File: src/rtl/cpu_seq_pkg.sv
// State codes shared by the multi-cycle sequencer and anything that decodes its state output.
package cpu_seq_pkg;

    localparam int STATE_W = 3;

    localparam logic [STATE_W-1:0] IDLE      = 3'd0;
    localparam logic [STATE_W-1:0] FETCH     = 3'd1;
    localparam logic [STATE_W-1:0] DECODE    = 3'd2;
    localparam logic [STATE_W-1:0] EXECUTE   = 3'd3;
    localparam logic [STATE_W-1:0] MEM       = 3'd4;
    localparam logic [STATE_W-1:0] WRITEBACK = 3'd5;
    localparam logic [STATE_W-1:0] HALT      = 3'd6;

endpackage

File: src/rtl/edge_sync.sv
// Two-flop synchronizer for an asynchronous board button, followed by a one-cycle rising-edge pulse.
module edge_sync (
    input  logic clock,
    input  logic resetN,
    input  logic din,
    output logic pulse
);

    logic sync1;
    logic sync2;
    logic prev;

    always_ff @(posedge clock) begin
        if (!resetN) begin
            sync1 <= 1'b0;
            sync2 <= 1'b0;
            prev  <= 1'b0;
        end else begin
            sync1 <= din;
            sync2 <= sync1;
            prev  <= sync2;
        end
    end

    // Both terms come from flops, so the pulse is glitch-free and lasts exactly one cycle.
    assign pulse = sync2 & ~prev;

endmodule

File: src/rtl/cpu_sequencer.sv
// Multi-cycle sequencer for the ARM datapath: phases each instruction and gates PC, IR, register and memory strobes.
//
// state     | meaning
// ----------+------------------------------------------------------------
// IDLE      | stopped, waiting for run or a step press
// FETCH     | latch instruction unless the breakpoint matches
// DECODE    | controller decodes the latched instruction
// EXECUTE   | ALU phase; branches to MEM for loads/stores
// MEM       | MEM_WAIT cycles; write strobe only on the last one
// WRITEBACK | register write, PC advance, retire count
// HALT      | halted by request, single step or breakpoint
module cpu_sequencer
    import cpu_seq_pkg::*;
#(
    parameter int PC_WIDTH  = 32,
    parameter int CNT_WIDTH = 32,
    parameter int MEM_WAIT  = 1
) (
    input  logic                 clock,
    input  logic                 resetN,
    input  logic                 run,
    input  logic                 step,
    input  logic                 haltReq,
    input  logic                 bpEnable,
    input  logic [PC_WIDTH-1:0]  bpAddr,
    input  logic [PC_WIDTH-1:0]  currentInst,
    input  logic                 memRead,
    input  logic                 memWrite,
    input  logic                 regWrite,
    output logic                 irLoad,
    output logic                 pcEn,
    output logic                 regWriteEn,
    output logic                 memReadEn,
    output logic                 memWriteEn,
    output logic [STATE_W-1:0]   state,
    output logic                 halted,
    output logic                 bpHit,
    output logic [CNT_WIDTH-1:0] instCount
);

    localparam int                WAIT_W    = $clog2(MEM_WAIT) + 1;
    localparam logic [WAIT_W-1:0] WAIT_LAST = WAIT_W'(MEM_WAIT - 1);

    logic [WAIT_W-1:0] wait_cnt;
    logic              one_shot;
    logic              bp_skip;
    logic              run_q;
    logic              step_edge;
    logic              bp_match;
    logic              run_rise;
    logic              mem_last;

    edge_sync u_step_sync (
        .clock  (clock),
        .resetN (resetN),
        .din    (step),
        .pulse  (step_edge)
    );

    // bp_skip lets the instruction that caused the halt execute once when resuming.
    assign bp_match = bpEnable && (currentInst == bpAddr) && !bp_skip;
    assign run_rise = run & ~run_q;
    assign mem_last = (wait_cnt == WAIT_LAST);

    always_ff @(posedge clock) begin
        if (!resetN) begin
            state     <= IDLE;
            wait_cnt  <= '0;
            one_shot  <= 1'b0;
            bp_skip   <= 1'b0;
            bpHit     <= 1'b0;
            run_q     <= 1'b0;
            instCount <= '0;
        end else begin
            run_q <= run;
            case (state)
                IDLE: begin
                    if (haltReq) begin
                        state <= HALT;
                    end else if (run) begin
                        state <= FETCH;
                    end else if (step_edge) begin
                        state    <= FETCH;
                        one_shot <= 1'b1;
                    end
                end
                FETCH: begin
                    if (bp_match) begin
                        state <= HALT;
                        bpHit <= 1'b1;
                    end else begin
                        state   <= DECODE;
                        bp_skip <= 1'b0;
                    end
                end
                DECODE: state <= EXECUTE;
                EXECUTE: begin
                    if (memRead || memWrite) begin
                        state    <= MEM;
                        wait_cnt <= '0;
                    end else begin
                        state <= WRITEBACK;
                    end
                end
                MEM: begin
                    if (mem_last) begin
                        state <= WRITEBACK;
                    end else begin
                        wait_cnt <= wait_cnt + 1'b1;
                    end
                end
                WRITEBACK: begin
                    instCount <= instCount + 1'b1;
                    if (haltReq || one_shot) begin
                        state    <= HALT;
                        one_shot <= 1'b0;
                    end else if (run) begin
                        state <= FETCH;
                    end else begin
                        state <= IDLE;
                    end
                end
                HALT: begin
                    if (step_edge) begin
                        state    <= FETCH;
                        one_shot <= 1'b1;
                        bp_skip  <= 1'b1;
                        bpHit    <= 1'b0;
                    end else if (!haltReq && run_rise) begin
                        state   <= FETCH;
                        bp_skip <= 1'b1;
                        bpHit   <= 1'b0;
                    end
                end
                default: state <= IDLE;
            endcase
        end
    end

    assign irLoad     = (state == FETCH) && !bp_match;
    assign pcEn       = (state == WRITEBACK);
    assign regWriteEn = (state == WRITEBACK) && regWrite;
    assign memReadEn  = (state == MEM) && memRead;
    assign memWriteEn = (state == MEM) && memWrite && mem_last;
    assign halted     = (state == HALT);

endmodule

File: config.mk
export PLATFORM = sky130hd
export DESIGN_NAME = cpu_sequencer
export DESIGN_NICKNAME = d
export VERILOG_FILES = /design/src/rtl/cpu_seq_pkg.sv /design/src/rtl/edge_sync.sv /design/src/rtl/cpu_sequencer.sv
export SDC_FILE = /design/constraint.sdc
export NUM_CORES = 1
export LEC_CHECK = 0
export ABC_AREA = 1
export BUFFER_PORTS_ARGS = -buffer_cell sky130_fd_sc_hd__buf_2
export CORE_MARGIN = 4
export CORE_UTILIZATION = 24
export DETAILED_ROUTE_END_ITERATION = 8
export MAX_ROUTING_LAYER = met4
export SKIP_LAST_GASP = 1
export SLEW_MARGIN = 20
export SYNTH_ARGS = -nofsm -noshare
export SYNTH_HDL_FRONTEND = slang
export SYNTH_SLANG_ARGS = --single-unit
File: constraint.sdc
create_clock -name clock -period 3.55 [get_ports clock]
set_input_delay 0 -clock clock [delete_from_list [all_inputs] [get_ports clock]]
set_output_delay 0 -clock clock [all_outputs]
set_load 0.005 [all_outputs]
== Word level (Yosys, flattened, before mapping) ==
Index checks and enable logic that the tools add are counted.
Word-level totals
  register bits after elaboration: 43
  input bits: 73
Operators by class
  $add $sub $neg: 2
  equal/unequal tests: 16
  mux-type cells: 27
  bitwise gates (word level): 5
  reductions and logical operators: 22
Operators by type and width (count)
  $add A32 B1 Y32 const B: 1
  $eq A32 B32 Y1: 1
  $mux W3: 8
  $pmux W3 S7: 1
  $mux W1: 14
  $ne A2 B2 Y1 const B: 6
  $eq A3 B3 Y1 const B: 3
  $reduce_and A3 Y1: 3
  $logic_and A1 B1 Y1: 8
  $eq A3 B2 Y1 const B: 2
  $pmux W1 S2: 3
  $ne A4 B4 Y1 const B: 1
  $reduce_and A4 Y1: 1
  $reduce_bool A2 Y1: 2
  $eq A3 B1 Y1 const B: 1
  $logic_not A1 Y1: 3
  $logic_not A3 Y1: 1
  $ne A3 B1 Y1 const B: 1
  $not A1 Y1: 3
  $pmux W1 S3: 1
  $reduce_bool A3 Y1: 1
  $and A1 B1 Y1: 2
  $logic_or A1 B1 Y1: 2
  $ne A2 B1 Y1 const B: 1
  2 further kinds: 2

== Logic depth before layout (Yosys ltp) ==
  word-level depth: 6
  gate-level depth with buffers: 12

== Hierarchy ==
From an unflattened synthesis, not the netlist that was laid out.
Second synthesis, totals
  cell total of the unflattened synthesis: 479
  area, all modules: 2850.2 sq um
Modules (own cells, without submodules)
  cpu_sequencer: instances 1, cells an instance 468, area each 2757.6 sq um
  edge_sync: instances 1, cells an instance 11, area each 92.6 sq um

== Worst setup path after synthesis ==
Ideal clock, no wire load.
  path kind: register to register
  start point: register instCount[0]
  end point: register instCount[24]
  data arrival time: 1.463 ns
  data required time: 3.437 ns
  path slack: 1.975 ns
  cell stages (with the launch flop): 13
  buffers on the path: 0
  cell sequence: dfxtp_1 > ha_1 > inv_1 > nor2_4 > nand2_2 > nor2_4 > nand2_4 > nor2_8 > nand2_2 > nor2_2 > nand2_1 > nand2_1 > nor2_1
Between the ends
  word-level cells in the longest chain between the ends: 1
RTL lines
  start: declaration: RTL line cpu_sequencer.sv:38  | output logic [CNT_WIDTH-1:0] instCount
  start signal: assignment: RTL line cpu_sequencer.sv:113  | instCount <= instCount + 1'b1;
  $add A32 B1 Y32: RTL line cpu_sequencer.sv:113
No other way between the ends.
A chain may end at the register's enable or synchronous reset.

== Final worst setup path ==
  start point: register state[2]
  end point: register instCount[15]
Between the ends
  word-level cells in the longest chain between the ends: 1
RTL lines
  start: declaration: RTL line cpu_sequencer.sv:35  | output logic [STATE_W-1:0] state,
  start signal: assignment: RTL line cpu_sequencer.sv:67  | state <= IDLE;
  start signal: assignment: RTL line cpu_sequencer.sv:79  | state <= HALT;
  start signal: assignment: RTL line cpu_sequencer.sv:81  | state <= FETCH;
  $eq A3 B3 Y1: RTL line cpu_sequencer.sv:76  | case (state)
No other way between the ends.

==> flow_summary.ini <==
[floorplan]
fp.dieW_um = 119
rows = 40
dieHeight_um = 119
start_util = 0.245
die-area_um2 = 14100
core-area_um2 = 12000
ios = 115

[hold_path]
min_path_cells = 4
timing.hold.worst.start = haltReq
hold-path-endpoint = one_shot
hold_class = input port to register

[logic_synthesis]
synthCells = 507
synth_fp_nets = 581
yosysWarnings = 0
async_flop_share = 0
synth_top_flop_cell = dfxtp_1
seq_area_frac_synth = 0.286
synthTopCellsByCount = 159 x nand2_1, 101 x inv_1, 60 x nor2_1
synthesis.area_um2 = 2940
ys_top_cells_by_area = dfxtp_1 29%, nand2_1 20%, inv_1 13%
yosysTopAreaCell = dfxtp_1
synth-edff-count = 0
post_synth.cell_area_avg_um2 = 5.80
yosysMostFrequentCell = nand2_1
synth_top_area_share = 0.286
yosysUniqueCellTypes = 35
synth_seq_cells = 42

[global_routing]
grt_pass1_wl_mm = 14.8
first_global_vias = 3082
overflow = 0
grt_usage = 0.130
grt_max_degree = 26
antenna_found_initial = 0

[sta]
setup_slack_ps = 1730
setup_violations = 0
fin_hold_ws_ps = 103
hold_viol_final = 0
post-route-period-util = 0.513
clock_skew_ps = 2.70
max_freq_ghz = 0.549
fin_setup_tns_ps = 0
slew_headroom = 0.584
worst_pin_slew_ps = 621
rsz0062_at_grt = false
slew_violations = 0
layout_min_cycle_time_ps = 1820

[detailed_routing]
vias_per_cell = 4.36
wl_met3_um = 714
routed.top_layer = met4
firstDrtPassIters = 5
met2_length_mm = 4.12
wl_met1_mm = 4.05
drt-total-wl_mm = 8.98
drc = 0
postRouteAntennaNets = 0
detail_route.wl_per_cell_um = 11.6
vias = 3372
drt_iter0_drc = 145

[layout]
final_core_util = 0.322
num_antenna_cells = 0
layout.nets = 699
layout-drive-gt1-share = 0.224
syn_to_final_growth_pct = 31.5

[outcome]
outcome = finished, final reports clean

[setup_path]
worstPathRequired_ps = 3730
arrival_ps = 2000
cp-end-kind = register
r2r-start = state[2]
r2r_cells = 9
r2r_end = instCount[15]
crit_path_start_kind = register
cpMaxStageDelayCell = dfxtp_1
path_max_fanout = 19
slowest_delay_ps = 480
r2r_slack_ps = 1730
worstPathCellList = nand3_4, nor2_2, nand2_1, inv_2, nand3b_2, nor2_2, nand2_1, o21ai_0, a21oi_1
critical_path_class = register to register

[clock_tree]
cts_setup_buffers = 0
worstSkewPairLatency_ps = 280
cts-htree-levels = 2
clockBufferDepth = 2
clkSinkCount = 42
cts_resized = 0
clk_pin_slew_ps = 60
cts_buffers = 5
cts_root_buffer = clkbuf_16
cts_tree = yes

[pwr]
vdd_drop_max_uv = 151
power_density_nw_per_um2 = 347
p_leak_nw = 1.98
power.total_w = 0.00134

[job]
drv_cap = 0

[place]
dpl.hpwl_mm = 7.31
dp_slack_ps = 1730
portBuffers = 114
gp_congestion = 0.845
worst max path at each step:
stage            startpoint            end  cells past startpoint
6_report           state[2]  instCount[15]                      9
5_1_grt            state[2]  instCount[19]                     10
4_1_cts            state[2]  instCount[15]                      9
3_5_place_dp       state[2]  instCount[15]                      9
3_3_place_gp   instCount[0]  instCount[24]                     12
2_1_floorplan  instCount[0]  instCount[24]                     12
area by class of cell:
class,instances,area [um^2]
Clock buffer,5,125
Clock inverter,3,45.0
Fill cell,1357,8150
Inverter,104,390
Multi-Input combinational cell,356,1690
Sequential cell,42,841
Tap cell,147,184
Timing Repair Buffer,116,591
cell families after synthesis:
kind of cell               Yosys count  synth area share
AOI/OAI and AO/OA                   53            0.0957
xor gates and xnor gates            15            0.0447
adders and majority gates            1           0.00425
buffers and inverters              109             0.139
DFF                                 42             0.286
and+or+nand+nor                    287             0.430
layout by cell type (no fill, tap or decap), types with 3 or more instances in the layout:
master,instances
a21oi_1,32
buf_2,114
clkbuf_16,5
dfxtp_1,42
inv_1,101
nand2_1,159
nand3_1,18
nand3b_1,3
nand4_1,8
nor2_1,60
nor2_2,3
nor3_1,17
nor4_1,3
o21ai_0,13
or2_2,3
xnor2_1,10
xor2_1,5
sequential cells by signal, indices dropped and copies added, names as in the netlist:
register           cells
instCount             32
one_shot               1
state                  3
bpHit                  1
u_step_sync.sync1      1
u_step_sync.sync2      1
bp_skip                1
run_q                  1
u_step_sync.prev       1
metal layers:
| metal | up-vias | GRT usage |
|---|---|---|
| li1 | 1792 | - |
| met1 | 1454 | 0.158 |
| met2 | 118 | 0.221 |
| met3 | 8 | 0.0282 |
| met4 | 0 | 0.0246 |
| met5 | - | - |
per-stage QoR:
stage               instances  area (um^2)
global placement          763         3680
CTS                       773         3870
detailed placement        763         3680
finish                    773         3870
global route              773         3870
floorplan                 507         2940
where the power goes:
group	total (W)	internal [W]	switching, W
sequential	0.000525	0.000494	0.0000315
clock	0.000523	0.000331	0.000192
combinational	0.000293	0.000123	0.000170
critical path: cells and delay by family (launching register included):
family	cells	cell delay, ps
AND/OR/NAND/NOR	6	950
AO/OA/AOI/OAI	2	210
buffers and inverters	1	80
flip-flops	1	480
repair_timing:
action | in CTS | in global routing
endpoints found under the hold margin | 2 | 0
hold buffers | 2 | 0
setup endpoints to repair | 0 | 0
Note: power is estimated with default switching activity, not from simulation.
